`config.mk`:
```
export PLATFORM = sky130hd
export DESIGN_NAME = div_core_param
export DESIGN_NICKNAME = d
export VERILOG_FILES = /design/src/rtl/div_pkg.sv /design/src/rtl/div_radix4_step.sv /design/src/rtl/div_core_param.sv
export SDC_FILE = /design/constraint.sdc
export NUM_CORES = 1
export LEC_CHECK = 0
export CORE_UTILIZATION = 62
export CTS_BUF_LIST = sky130_fd_sc_hd__clkbuf_8 sky130_fd_sc_hd__clkbuf_16
export CTS_CLUSTER_DIAMETER = 50
export DETAILED_ROUTE_END_ITERATION = 7
export PLACE_DENSITY = 0.82
export REMOVE_ABC_BUFFERS = 1
export SYNTH_ARGS = -nofsm -noshare
export SYNTH_HDL_FRONTEND = slang
export SYNTH_SLANG_ARGS = --single-unit
```
`constraint.sdc`:
```
create_clock -name Clk -period 8.55 [get_ports Clk]
set_clock_uncertainty 0.05 [all_clocks]
set_input_delay 0.855 -clock Clk [delete_from_list [all_inputs] [get_ports Clk]]
set_output_delay 0.855 -clock Clk [all_outputs]
set_load 0.02 [all_outputs]
```
`src/rtl/div_pkg.sv`:
```
// Shared types and constants for the parametrised radix-4 divider.
package div_pkg;

    typedef enum logic [1:0] {S_IDLE, S_RUN, S_FIX} state_t;

    localparam int SKIP16 = 16;
    localparam int SKIP8  = 8;
    localparam int SKIP4  = 4;

    function automatic int bits_left_w(input int width);
        return $clog2(width + 1);
    endfunction

endpackage

```
`src/rtl/div_radix4_step.sv`:
```
// One restoring radix-4 step: pick the largest divisor multiple that fits.
module div_radix4_step
    import div_pkg::*;
#(
    parameter int WIDTH = 32
) (
    input  logic [WIDTH+2:0] rem_i,
    input  logic [WIDTH+2:0] d1_i,
    input  logic [WIDTH+2:0] d2_i,
    input  logic [WIDTH+2:0] d3_i,
    output logic [WIDTH+2:0] rem_o,
    output logic [1:0]       digit_o
);
    logic [WIDTH+2:0] t1, t2, t3;

    assign t1 = rem_i - d1_i;
    assign t2 = rem_i - d2_i;
    assign t3 = rem_i - d3_i;

    // The top bit of each difference is its sign.
    always_comb begin
        rem_o   = rem_i;
        digit_o = 2'd0;
        if (!t3[WIDTH+2]) begin
            rem_o   = t3;
            digit_o = 2'd3;
        end else if (!t2[WIDTH+2]) begin
            rem_o   = t2;
            digit_o = 2'd2;
        end else if (!t1[WIDTH+2]) begin
            rem_o   = t1;
            digit_o = 2'd1;
        end
    end

endmodule

```
`src/rtl/div_core_param.sv`:
```
// Iterative radix-4 signed/unsigned divider with leading-zero skip and HI/LO result register.
// state | meaning:  S_IDLE | waiting for start,  S_RUN | iterating,  S_FIX | sign-correct and load C
module div_core_param
    import div_pkg::*;
#(
    parameter int WIDTH   = 32,
    parameter bit SKIP_EN = 1'b1
) (
    input  logic               Clk,
    input  logic               Reset,
    input  logic [WIDTH-1:0]   A,
    input  logic [WIDTH-1:0]   B,
    input  logic               start,
    input  logic               sign,
    input  logic               cancel,
    input  logic [1:0]         WriteEnable,
    output logic [2*WIDTH-1:0] C,
    output logic               Busy,
    output logic               done,
    output logic               div_by_zero
);
    localparam int BLW = bits_left_w(WIDTH);
    localparam int RW  = WIDTH + 3;

    state_t           state_q;
    logic             busy_q, done_q, dbz_q;
    logic [WIDTH-1:0] hi_q, lo_q, araw_q, quo_q;
    logic [RW-1:0]    rem_q, d1_q, d2_q, d3_q;
    logic [BLW-1:0]   bits_q;
    logic             nega_q, negb_q, zero_q;

    logic             neg_a, neg_b;
    logic [WIDTH-1:0] mag_a, mag_b;
    logic [RW-1:0]    d1_in, d2_in;
    logic [RW+15:0]   cand16;
    logic [RW+7:0]    cand8;
    logic [RW+3:0]    cand4;
    logic [RW-1:0]    r4, step_rem, rem_d;
    logic [1:0]       step_digit;
    logic [WIDTH-1:0] quo_d, r_mag, lo_fix, hi_fix;
    logic [BLW-1:0]   bits_d;

    assign neg_a = A[WIDTH-1] & sign;
    assign neg_b = B[WIDTH-1] & sign;
    assign mag_a = neg_a ? -A : A;
    assign mag_b = neg_b ? -B : B;
    assign d1_in = {3'b000, mag_b};
    assign d2_in = {d1_in[RW-2:0], 1'b0};

    // quo_q shifts dividend bits out the top while quotient digits enter at the bottom.
    assign cand16 = {rem_q, quo_q[WIDTH-1 -: SKIP16]};
    assign cand8  = {rem_q, quo_q[WIDTH-1 -: SKIP8]};
    assign cand4  = {rem_q, quo_q[WIDTH-1 -: SKIP4]};
    assign r4     = {rem_q[RW-3:0], quo_q[WIDTH-1 -: 2]};

    div_radix4_step #(.WIDTH(WIDTH)) u_step (
        .rem_i   (r4),
        .d1_i    (d1_q),
        .d2_i    (d2_q),
        .d3_i    (d3_q),
        .rem_o   (step_rem),
        .digit_o (step_digit)
    );

    always_comb begin
        rem_d  = step_rem;
        quo_d  = {quo_q[WIDTH-3:0], step_digit};
        bits_d = bits_q - BLW'(2);
        if (SKIP_EN && bits_q >= BLW'(SKIP16) && cand16 < {{SKIP16{1'b0}}, d1_q}) begin
            rem_d  = cand16[RW-1:0];
            quo_d  = quo_q << SKIP16;
            bits_d = bits_q - BLW'(SKIP16);
        end else if (SKIP_EN && bits_q >= BLW'(SKIP8) && cand8 < {{SKIP8{1'b0}}, d1_q}) begin
            rem_d  = cand8[RW-1:0];
            quo_d  = quo_q << SKIP8;
            bits_d = bits_q - BLW'(SKIP8);
        end else if (SKIP_EN && bits_q >= BLW'(SKIP4) && cand4 < {{SKIP4{1'b0}}, d1_q}) begin
            rem_d  = cand4[RW-1:0];
            quo_d  = quo_q << SKIP4;
            bits_d = bits_q - BLW'(SKIP4);
        end
    end

    assign r_mag  = rem_q[WIDTH-1:0];
    assign lo_fix = zero_q ? '1 : ((nega_q ^ negb_q) ? -quo_q : quo_q);
    assign hi_fix = zero_q ? araw_q : (nega_q ? -r_mag : r_mag);

    always_ff @(posedge Clk or posedge Reset) begin
        if (Reset) begin
            state_q <= S_IDLE;
            busy_q  <= 1'b0;
            done_q  <= 1'b0;
            dbz_q   <= 1'b0;
            hi_q    <= '0;
            lo_q    <= '0;
            araw_q  <= '0;
            quo_q   <= '0;
            rem_q   <= '0;
            d1_q    <= '0;
            d2_q    <= '0;
            d3_q    <= '0;
            bits_q  <= '0;
            nega_q  <= 1'b0;
            negb_q  <= 1'b0;
            zero_q  <= 1'b0;
        end else begin
            done_q <= 1'b0;
            dbz_q  <= 1'b0;
            if (cancel) begin
                state_q <= S_IDLE;
                busy_q  <= 1'b0;
            end else if (start) begin
                state_q <= S_RUN;
                busy_q  <= 1'b1;
                nega_q  <= neg_a;
                negb_q  <= neg_b;
                zero_q  <= (B == '0);
                araw_q  <= A;
                quo_q   <= mag_a;
                rem_q   <= '0;
                d1_q    <= d1_in;
                d2_q    <= d2_in;
                d3_q    <= d1_in + d2_in;
                bits_q  <= BLW'(WIDTH);
            end else begin
                case (state_q)
                    S_RUN: begin
                        if (zero_q || bits_q == '0) begin
                            state_q <= S_FIX;
                        end else begin
                            rem_q  <= rem_d;
                            quo_q  <= quo_d;
                            bits_q <= bits_d;
                        end
                    end
                    S_FIX: begin
                        state_q <= S_IDLE;
                        busy_q  <= 1'b0;
                        done_q  <= 1'b1;
                        dbz_q   <= zero_q;
                        if (WriteEnable == 2'b00) begin
                            hi_q <= hi_fix;
                            lo_q <= lo_fix;
                        end
                    end
                    default: ;
                endcase
            end
            // A direct HI/LO write always lands, overriding a same-cycle result load.
            if (WriteEnable[1]) begin
                hi_q <= A;
            end else if (WriteEnable[0]) begin
                lo_q <= A;
            end
        end
    end

    assign C           = {hi_q, lo_q};
    assign Busy        = busy_q;
    assign done        = done_q;
    assign div_by_zero = dbz_q;

endmodule

```
* Word level (Yosys, flattened, before mapping)
Index checks and enable logic that the tools add are counted.
** Word-level totals
- Register bits :: 244
- Output and inout port bits :: 67
** Cells by class
- Muxes and demuxes :: 54
- Bitwise gates (word level) :: 4
- Order comparisons :: 6
- Add/subtract/negate cells :: 12
- Eq/ne operators :: 6
- Reduce and logical (&&, ||, !) cells :: 16
** Operators with widths (number)
- 2-to-1 mux 32 bit :: 23
- 2-to-1 mux 35 bit :: 9
- negator 32 bit :: 4
- < comparator 51 x 32 -> 1 bit :: 1
- < comparator 43 x 32 -> 1 bit :: 1
- < comparator 39 x 32 -> 1 bit :: 1
- 2-to-1 mux 6 bit :: 6
- subtractor 35 x 32 -> 35 bit :: 1
- subtractor 35 x 33 -> 35 bit :: 1
- subtractor 35 bit :: 1
- adder 32 x 33 -> 34 bit :: 1
- zero test 32 bit :: 1
- 2-to-1 mux 1 bit :: 10
- 2-to-1 mux 2 bit :: 5
- greater-or-equal comparator 6 x 3 -> 1 bit (second input constant) :: 1
- greater-or-equal comparator 6 x 4 -> 1 bit (second input constant) :: 1
- greater-or-equal comparator 6 x 5 -> 1 bit (second input constant) :: 1
- zero test 6 bit :: 1
- nonzero test 2 bit :: 3
- subtractor 6 x 2 -> 6 bit (second input constant) :: 1
- subtractor 6 x 3 -> 6 bit (second input constant) :: 1
- subtractor 6 x 4 -> 6 bit (second input constant) :: 1
- subtractor 6 x 5 -> 6 bit (second input constant) :: 1
- inequality test 2 x 1 -> 1 bit (second input constant) :: 2
- other kinds (16) :: 20

* Depth between registers and ports, before layout
Gate-level depths: netlist (run 1).
- Depth in word-level cells :: 10
- Gate-level depth with buffers :: 22
- Depth with buffers taken out :: 20

* Cells and area by module
Synthesis (run 1) repeated with hierarchy kept, for this count alone.
** Unflattened totals
- Cells, all modules :: 3248
- Area total of the unflattened synthesis :: 25021.5 um^2
** Modules (own cells, without submodules)
- div_core_param :: cells an instance 2228, seq. area each 6030.8 um^2, times used 1, area each 18232.5 um^2
- div_radix4_step :: cells an instance 1020, seq. area each 0.0 um^2, times used 1, area each 6789.0 um^2

* Worst setup path after synthesis (run 1)
Ideal clock, no wire load.
- Kind :: input to register
- Start :: in B[5]
- End :: reg d3_q[32]
- Path slack :: 3989 ps
- Library setup time :: 128 ps
- Path buffers :: 0
- Cell stages on the path :: 19
- Arrival time :: 4383 ps
- Data required time :: 8372 ps
- Cell sequence :: nor4_1 -> and3_1 -> nand2b_1 -> or2_2 -> nor3_1 -> nor2_1 -> xor2_1 -> ha_1 -> o21a_1 -> nor2_1 -> a31oi_1 -> a22o_1 -> a31oi_1 -> a21oi_1 -> a211o_1 -> a31o_2 -> nand2_1 -> mux2i_1 -> o21ai_0
** Between the ends
- Word-level cells in the longest chain between the ends :: 3
** Ends and longest elaborated chain
- from (decl) :: line div_core_param.sv:12 : input logic [WIDTH-1:0] B,
- negator 32 bit :: line div_core_param.sv:46 : assign mag_b = neg_b ? -B : B;
- 2-to-1 mux 32 bit :: line div_core_param.sv:46
- net mag_b[20] :: line div_core_param.sv:33 : logic [WIDTH-1:0] mag_a, mag_b;
- adder 32 x 33 -> 34 bit :: line div_core_param.sv:123 : d3_q <= d1_in + d2_in;
- to (signal assigned) :: line div_core_param.sv:123
- to (decl) :: line div_core_param.sv:28 : logic [RW-1:0] rem_q, d1_q, d2_q, d3_q;
The timed path passes the listed nets, and every way through them passes these cells.
A chain may end at the register's enable or synchronous reset.

* Worst setup path in the final report (run 1)
- Start :: reg quo_q[30]
- End :: reg rem_q[30]
** Between the ends
- Word-level cells in the longest chain between the ends :: 10
- Elaborated cells on any way between the ends :: 18
** Ends and longest elaborated chain
- from (decl) :: line div_core_param.sv:27 : logic [WIDTH-1:0] hi_q, lo_q, araw_q, quo_q;
- from (signal assigned) :: line div_core_param.sv:119 : quo_q <= mag_a;
- from (signal assigned) :: line div_core_param.sv:132 : quo_q <= quo_d;
- subtractor 35 x 32 -> 35 bit :: line div_radix4_step.sv:16 : assign t1 = rem_i - d1_i;
- 2-to-1 mux 35 bit :: line div_radix4_step.sv:30 : end else if (!t1[WIDTH+2]) begin
- 2-to-1 mux 35 bit :: line div_radix4_step.sv:27 : end else if (!t2[WIDTH+2]) begin
- 2-to-1 mux 35 bit :: line div_radix4_step.sv:24 : if (!t3[WIDTH+2]) begin
- 2-to-1 mux 35 bit :: line div_core_param.sv:77 : end else if (SKIP_EN && bits_q >= BLW'(SKIP4) && cand4 < {{SKIP4{1'b0}}, d1_q}) begin
- 2-to-1 mux 35 bit :: line div_core_param.sv:73 : end else if (SKIP_EN && bits_q >= BLW'(SKIP8) && cand8 < {{SKIP8{1'b0}}, d1_q}) begin
- 2-to-1 mux 35 bit * :: line div_core_param.sv:69 : if (SKIP_EN && bits_q >= BLW'(SKIP16) && cand16 < {{SKIP16{1'b0}}, d1_q}) begin
- 2-to-1 mux 35 bit * :: line div_core_param.sv:128 : if (zero_q || bits_q == '0) begin
- 2-to-1 mux 35 bit * :: line div_core_param.sv:126 : case (state_q)
- 2-to-1 mux 35 bit * :: line div_core_param.sv:112 : end else if (start) begin
- to (signal assigned) :: line div_core_param.sv:131 : rem_q <= rem_d;
- to (decl) :: line div_core_param.sv:28
Mark *: on every way between the ends. The rest lies on a longest branch, timed or not. The select of a mux whose other input is x is not followed.

==> impl_results.md, run 1 <==
- Status: complete, no violations
- CTS root buffer: clkbuf_16
- Fin crit share: 69.4%
- Psw: 5.32 mW
- Max-slew headroom: 16.0%
- Cts repair resizes: 0
- Unique masters post-synth: 85
- First-pass DRT Iterations: 6
- Initial core utilization: 63.5%
- Mapped Cells: ~3.1k
- CP Launch Type: flop
- Post-Route WL: 88.6 mm
- Critical Path Sink Type: flop
- Max H-tree Level: 2
- Switching share of total power: 52.2%
- DR iter-0 viols: 2628
- DRC: 0
- Register area share after synthesis: 25.0%
- Core box area: 37900 um^2
- CP top delay family: compound AO/OA/AOI/OAI gates
- Post-Layout Cell Count: 3678
- Gpl congestion: 1.03
- Synth top area cells: dfrtp_1 25%, ha_1 12%, nand2_1 6.8%, o21ai_0 6.3%, a21oi_1 5.7%
- Number of synthesized flops with an enable pin: 0
- Worst path bufs/invs: 3
- Worst Hold Margin: around 0.43 ns
- Setup violations, final: 0
- Leak: 12.0 nW
- Worst path required time: 8.98 ns
- Pwr dens: 380 nW/um^2
- Int Pwr: 4.87 mW
- Hold-fix buffers, CTS: 0
- Final setup TNS: 0 ns
- Clock-pin slew of the registers on the worst-case setup and hold paths: 0.06 ns
- Max Slew Vio Count: 0
- Design area: 26900 um^2
- Most numerous cell on the critical path: a21oi_1
- Syn avg cell area: 7.70 um^2
- CTS Sinks: ~240
- Least-Margin Pin Slew: 1.25 ns
- Commonest cells post-synth: 436 x nand2_1, 305 x o21ai_0, 275 x a21oi_1, 241 x dfrtp_1, 239 x ha_1
- Leading area contributor after synthesis: dfrtp_1
- Pre-CTS setup slack: 2.66 ns
- Kind of critical path: reg2reg
- DP Area: 25600 um^2
- Layout area overhead: 11.6%
- Worst Hold Class: reg2reg
- TritonCTS Buffers: 34
- FILL cells: slightly above 3k
- Most common cell in the netlist: nand2_1
- Worst-Skew Late Latency: just under 0.6 ns
- Seq pwr share: 18.3%
- Top cell type's share of synthesized area: 25.0%
- Storage cell area: just over 6000 um^2
- Fmax: 168 MHz
- Multi-input gate area in the final layout: 16800 um^2
- Detail-routed via count per cell: 6.89
- Largest net degree at the start of global routing: 131
- Top FF cell, synth: dfrtp_1
- DRT antenna net count: 0
- #FFs+latches synth: 241
- Row count: around 70
- CTS tree: yes
- WP data arrival: 6.37 ns
- Peak VDD IR: 0.197 mV
- Total Routing Usage GR: roughly 45%
- Shortest period the worst path allows: between 5 and 6 ns
- Layout Nets: 3454
- Global-route wire length before repair: roughly 140 mm
- Hpwl dp: 63.3 mm
- Worst Setup Slack, final: 2.61 ns
- Io pins: between 100 and 150
- Max Cap Viol: 0
- Clk network pwr share: 15.1%
- DIE HEIGHT: 199 um
- CP max-delay cell: clkinv_1
- Number of global-route vias before repair: roughly 25k
- Port bufs: 137
- Via count: 25.3k
- Die ar.: roughly 40000 um^2
- Cell area after synthesis: 24100 um^2
- Crit-path cells: inv_1, ha_1, fa_1, nor2b_1, o2111ai_1, a21oi_1, o22ai_1, o22ai_1, a21oi_1, a21boi_0, o21ai_0, nand2_1, ha_1, buf_4, clkinv_1, o31a_1, o31ai_1, a21oi_1, o31ai_1
- GRT Residual Overflow: 0
- Placed Cells: roughly 3.6k
- Final Power: ~10 mW
- Die width: between 150 and 200 um
- Clock tree buffer depth: 3
- Setup Fix Bufs, Post-CTS: 0
- Asr flop ratio synth: between 90% and 100%
- Initial antenna violation count: 2
- Wirelength per Cell: approximately 24 um
- Final hold vios: 0
- Final Util: 70.8%
- Unrepaired setup endpoints after global routing: false
- Syn. warnings: 0
- Layout cells sized above 1: between 4 and 5%
- Slowest Stage Delay on Critical Path: just under 0.7 ns
- Gate power share: 66.6%
- CP max FO: 34
[registers in the layout, indices dropped and copies added (netlist names)]
signal / flops
negb_q: 1
bits_q: 5
nega_q: 1
araw_q: 32
Busy: 1
rem_q: 35
d1_q: 32
zero_q: 1
done: 1
d3_q: 33
state_q: 2
div_by_zero: 1
hi_q: 32
lo_q: 32
quo_q: 32
[cells by family after synthesis]
kind of cell	Yosys count	synth area share, %
AO/OA/AOI/OAI	1078	28.0
AND/OR/NAND/NOR	942	17.6
buffers and inverters	326	5.37
adder cells (fa/ha/maj)	243	12.8
flip-flops	241	25.0
XOR/XNOR	228	8.29
multiplexers	69	2.90
[worst register-to-register path: stages (launching register included)]
cell       delay, ns
dfrtp_1         0.62
inv_1           0.13
ha_1            0.32
fa_1            0.42
nor2b_1         0.28
o2111ai_1       0.17
a21oi_1         0.21
o22ai_1         0.21
o22ai_1         0.44
a21oi_1         0.20
a21boi_0        0.31
o21ai_0         0.13
nand2_1         0.07
ha_1            0.13
buf_4           0.40
clkinv_1        0.72
o31a_1          0.53
o31ai_1         0.21
a21oi_1         0.10
o31ai_1         0.20
[per-layer routing]
metal | up-vias | wire length (um) | track usage [%]
li1 | 11300 | - | -
met1 | 11900 | 33000 | 54.8
met2 | 1685 | 38800 | 70.7
met3 | 454 | 9870 | 10.8
met4 | 2 | 6950 | 30.9
met5 | - | 13 | 0
[path summary, 6_finish.rpt]
kind                                  startpoint               endpoint  slack (ns)  cells past startpoint
min in group asynchronous                  Reset  quo_q[12]$_DFFE_PP0P_        0.74                      2
max reg2reg                quo_q[30]$_DFFE_PP0P_  rem_q[30]$_DFFE_PP0P_        2.61                     19
min reg2reg                 d3_q[16]$_DFFE_PP0P_   d3_q[16]$_DFFE_PP0P_        0.43                      2
max                        quo_q[30]$_DFFE_PP0P_  rem_q[30]$_DFFE_PP0P_        2.61                     19
min                         d3_q[16]$_DFFE_PP0P_   d3_q[16]$_DFFE_PP0P_        0.43                      2
max in group asynchronous                  Reset     zero_q$_DFFE_PP0P_        6.44                      3
[power by group through the flow]
stage                     Combinational [mW]  Sequential [mW]  Clock (mW)
final                                   6.79             1.87        1.54
after global routing                    7.32             1.88        1.59
after CTS                               6.57             1.83        1.53
after detailed placement                6.52             1.85           0
after global placement                  6.37             1.83           0
after floorplan                         4.57             1.80           0
[cell usage in the layout, fill, tap and decap left out, types with 12 or more instances in the layout]
cell type          n
nor2b_1           23
xor2_1           115
o31ai_1           49
a22o_1            12
nor4_1            19
and3_1            20
nor3_1            49
o22ai_1           55
ha_1             239
nand4_1           22
buf_4             46
or3_1             17
o221ai_1          13
a221oi_1          14
o21bai_1          21
nand2b_1          29
a21o_1            69
nand2_1          436
a21oi_1          275
nor2_1           222
a211oi_1          50
nand3_1           43
o21ai_0          305
a211o_1           14
clkdlybuf4s50_1  135
clkbuf_16         35
a31oi_1           19
o41ai_1           15
mux2i_1           63
a2bb2oi_1         13
inv_1            121
dfrtp_1          240
o21a_1            24
o21ai_1           20
o211ai_1          33
xnor2_1          113
[cell type report]
cell class | instances | area share, %
sequential | 241 | 22.5
multi-input combinational | 2560 | 62.5
clock inverter | 20 | 0.936
inverter | 119 | 1.69
antenna | 2 | 0.0186
timing repair buffer | 184 | 6.43
tap | 511 | 2.38
clock buffer | 41 | 3.57
Note: power is estimated with default switching activity, not from simulation.
==> run 2, diff against run 1 <==
==> constraint.sdc (replaced) <==
create_clock -name Clk -period 5.5 [get_ports Clk]
set_clock_uncertainty 0.05 [all_clocks]
set_input_delay 0.55 -clock Clk [delete_from_list [all_inputs] [get_ports Clk]]
set_output_delay 0.55 -clock Clk [all_outputs]
set_load 0.02 [all_outputs]
==> impl_results.md, run 2 (synthesis gave the netlist of run 1 again) <==
- Multi-input gate area in the final layout: 16800 um^2 (unchanged)
- Layout area overhead: 12.6% (was 11.6%)
- WP data arrival: 5.34 ns (was 6.37 ns)
- Layout Nets: 3485 (was 3454)
- Max H-tree Level: 2 (unchanged)
- Layout cells sized above 1: 5.76% (was 4.87%)
- Setup slack, reg-to-reg: 0.53 ns (was 2.61 ns)
- Setup violations, final: 0 (unchanged)
- Cts repair resizes: 0 (unchanged)
- Status: complete, no violations (unchanged)
- DRC: 0 (unchanged)
- CTS root buffer: clkbuf_16 (unchanged)
- Worst path required time: 5.88 ns (was 8.98 ns)
- Worst Setup SP: d1_q[4]$_DFFE_PP0P_ (was quo_q[30]$_DFFE_PP0P_)
- Hold-fix buffers, CTS: 0 (unchanged)
- Max-slew headroom: 30.7% (was 16.0%)
- Pwr dens: 597 nW/um^2 (was 380 nW/um^2)
- CTS Sinks: 241 (unchanged)
- Fmax: 201 MHz (was 168 MHz)
- Port bufs: 137 (unchanged)
- Worst Hold Margin: 0.306 ns (was 0.426 ns)
- DIE HEIGHT: 199 um (unchanged)
- Shortest period the worst path allows: 4.97 ns (was 5.94 ns)
- Storage cell area: 6030 um^2 (unchanged)
- Die width: 199 um (unchanged)
- Row count: 71 (unchanged)
- Max reg flops: 35 (unchanged)
- Io pins: 138 (unchanged)
- Largest regs: rem_q (35), d3_q (33) (unchanged)
- Total Routing Usage GR: 45.0% (was 45.1%)
- Cells on Worst Hold Path: 3 (was 2)
- Initial antenna violation count: 1 (was 2)
- Commonest non-fill, non-tap cell in the layout: nand2_1 (unchanged)
- Kind of critical path: reg2reg (unchanged)
- DRT antenna net count: 0 (unchanged)
- Die ar.: 39600 um^2 (unchanged)
- WHS Endpoint: div_by_zero$_DFF_PP0_ (was d3_q[16]$_DFFE_PP0P_)
- Detail-routed via count per cell: 6.88 (was 6.89)
- Global-route wire length before repair: 137 mm (was 138 mm)
- Worst Hold Class: in2reg (was reg2reg)
- Largest net degree at the start of global routing: 121 (was 131)
- Number of global-route vias before repair: 24.6k (about the same)
- Post-Route WL: 88.6 mm (about the same)
- Leak: 12.2 nW (was 12.0 nW)
- Initial core utilization: 63.5% (unchanged)
- Wirelength per Cell: 23.9 um (was 24.1 um)
- FILL cells: 3054 (was 3039)
- Peak VDD IR: 0.422 mV (was 0.197 mV)
- Gpl congestion: 1.00 (was 1.03)
- Least-Margin Pin Slew: 1.04 ns (was 1.25 ns)
- Critical Path Sink Type: flop (unchanged)
- R2R Path End: rem_q[33]$_DFFE_PP0P_ (was rem_q[30]$_DFFE_PP0P_)
- CTS tree: yes (unchanged)
- Setup Fix Bufs, Post-CTS: 0 (unchanged)
- Clock-pin slew of the registers on the worst-case setup and hold paths: 0.06 ns (about the same)
- First-pass DRT Iterations: 8 (was 6)
- Max Cap Viol: 0 (unchanged)
- CP Launch Type: flop (unchanged)
- Core box area: 37900 um^2 (unchanged)
- GRT Residual Overflow: 0 (unchanged)
- Final hold vios: 0 (unchanged)
- DR iter-0 viols: 2564 (was 2628)
- Max Slew Vio Count: 0 (unchanged)
- Worst R2R Start: d1_q[4]$_DFFE_PP0P_ (was quo_q[30]$_DFFE_PP0P_)
- Unrepaired setup endpoints after global routing: false (unchanged)
- Most frequent cells in the layout: 436 x nand2_1, 305 x o21ai_0, 275 x a21oi_1, 240 x dfrtp_1, 239 x ha_1 (unchanged)
- Via count: 25.5k (was 25.3k)
- Hold Startpoint: start (was d3_q[16]$_DFFE_PP0P_)
- TritonCTS Buffers: 37 (was 34)
- Worst-Skew Late Latency: 0.58 ns (about the same)
- Fin crit share: 90.3% (was 69.4%)
- CP max FO: 6 (was 34)
- Hpwl dp: 64.9 mm (was 63.3 mm)
- FF-to-FF path depth: 19 (unchanged)
- Final Power: 16.2 mW (was 10.2 mW)
- Top reg by flops: rem_q (unchanged)
- Clock tree buffer depth: 3 (unchanged)
[run 2: cell types whose count changed in the layout (fill, tap and decap cells not counted)]
cell / before / now
inv_8: 3 / 8
clkbuf_8: 6 / 3
inv_1: 121 / 119
clkbuf_16: 35 / 37
clkinv_2: 2 / 1
diode_2: 2 / 1
clkinvlp_4: 1 / 3
buf_4: 46 / 73
clkinv_4: 1 / 0
buf_12: 1 / 2
clkinv_8: 2 / 0
[run 2: through the flow]
stage | cell area [um^2] | util, % | setup slack (ns) | TNS [ns] | cells
floorplan | 23200 | - | -2.32 | -499.07 | 2920
global placement | 25900 | 68.2 | 0.267 | 0 | 3643
detailed placement | 25900 | 68.2 | 0.164 | 0 | 3643
CTS | 27100 | 71.5 | 0.686 | 0 | 3704
global route | 27100 | 71.5 | 0.284 | 0 | 3704
finish | 27100 | 71.5 | 0.535 | 0 | 3705
[run 2: worst max-delay path by stage]
| stage | end | slack [ns] | cells after the start |
|---|---|---|---|
| finish | rem_q[33]$_DFFE_PP0P_ | 0.53 | 19 |
| detailed placement | d3_q[32]$_DFFE_PP0P_ | 0.16 | 20 |
| floorplan | rem_q[18]$_DFFE_PP0P_ | -2.32 | 11 |
| CTS | rem_q[33]$_DFFE_PP0P_ | 0.69 | 18 |
| global placement | d3_q[32]$_DFFE_PP0P_ | 0.27 | 20 |
| global route | d3_q[29]$_DFFE_PP0P_ | 0.28 | 19 |
[run 2: report_power, final]
group          internal [mW]  switching (mW)
Sequential              2.17           0.752
Combinational           4.12            6.70
Clock                   1.48           0.967
Total                   7.77            8.41
[run 2: area by class of cell]
cell class	count	area share (%)
antenna	1	0.00923
clock inverter	21	0.992
clock buffer	40	3.57
inverter	119	1.68
timing repair buffer	212	7.19
multi-input combinational	2560	62.0
sequential	241	22.3
tap	511	2.36
[run 2: worst max-delay path, stage by stage (launching register included)]
cell,delay [ns]
dfrtp_1,0.36
inv_1,0.28
ha_1,0.37
a21o_1,0.20
a21oi_1,0.19
a21oi_1,0.11
o22ai_1,0.45
o22ai_1,0.35
a21oi_1,0.39
a21boi_0,0.17
o21ai_0,0.19
nand2_1,0.09
ha_1,0.35
nand2b_1,0.11
a211oi_1,0.22
o21ai_0,0.13
mux2_2,0.30
a31oi_1,0.18
xnor2_1,0.16
o221ai_1,0.16
[run 2: routing by layer]
metal | wire, um | share of wire (%) | vias up | global-route usage, %
met5 | 9 | 0.010 | - | 0
met4 | 6780 | 7.7 | 2 | 29.9
met3 | 9820 | 11 | 471 | 9.64
met2 | 38900 | 44 | 1659 | 71.0
met1 | 33100 | 37 | 12000 | 55.3
li1 | - | - | 11400 | -
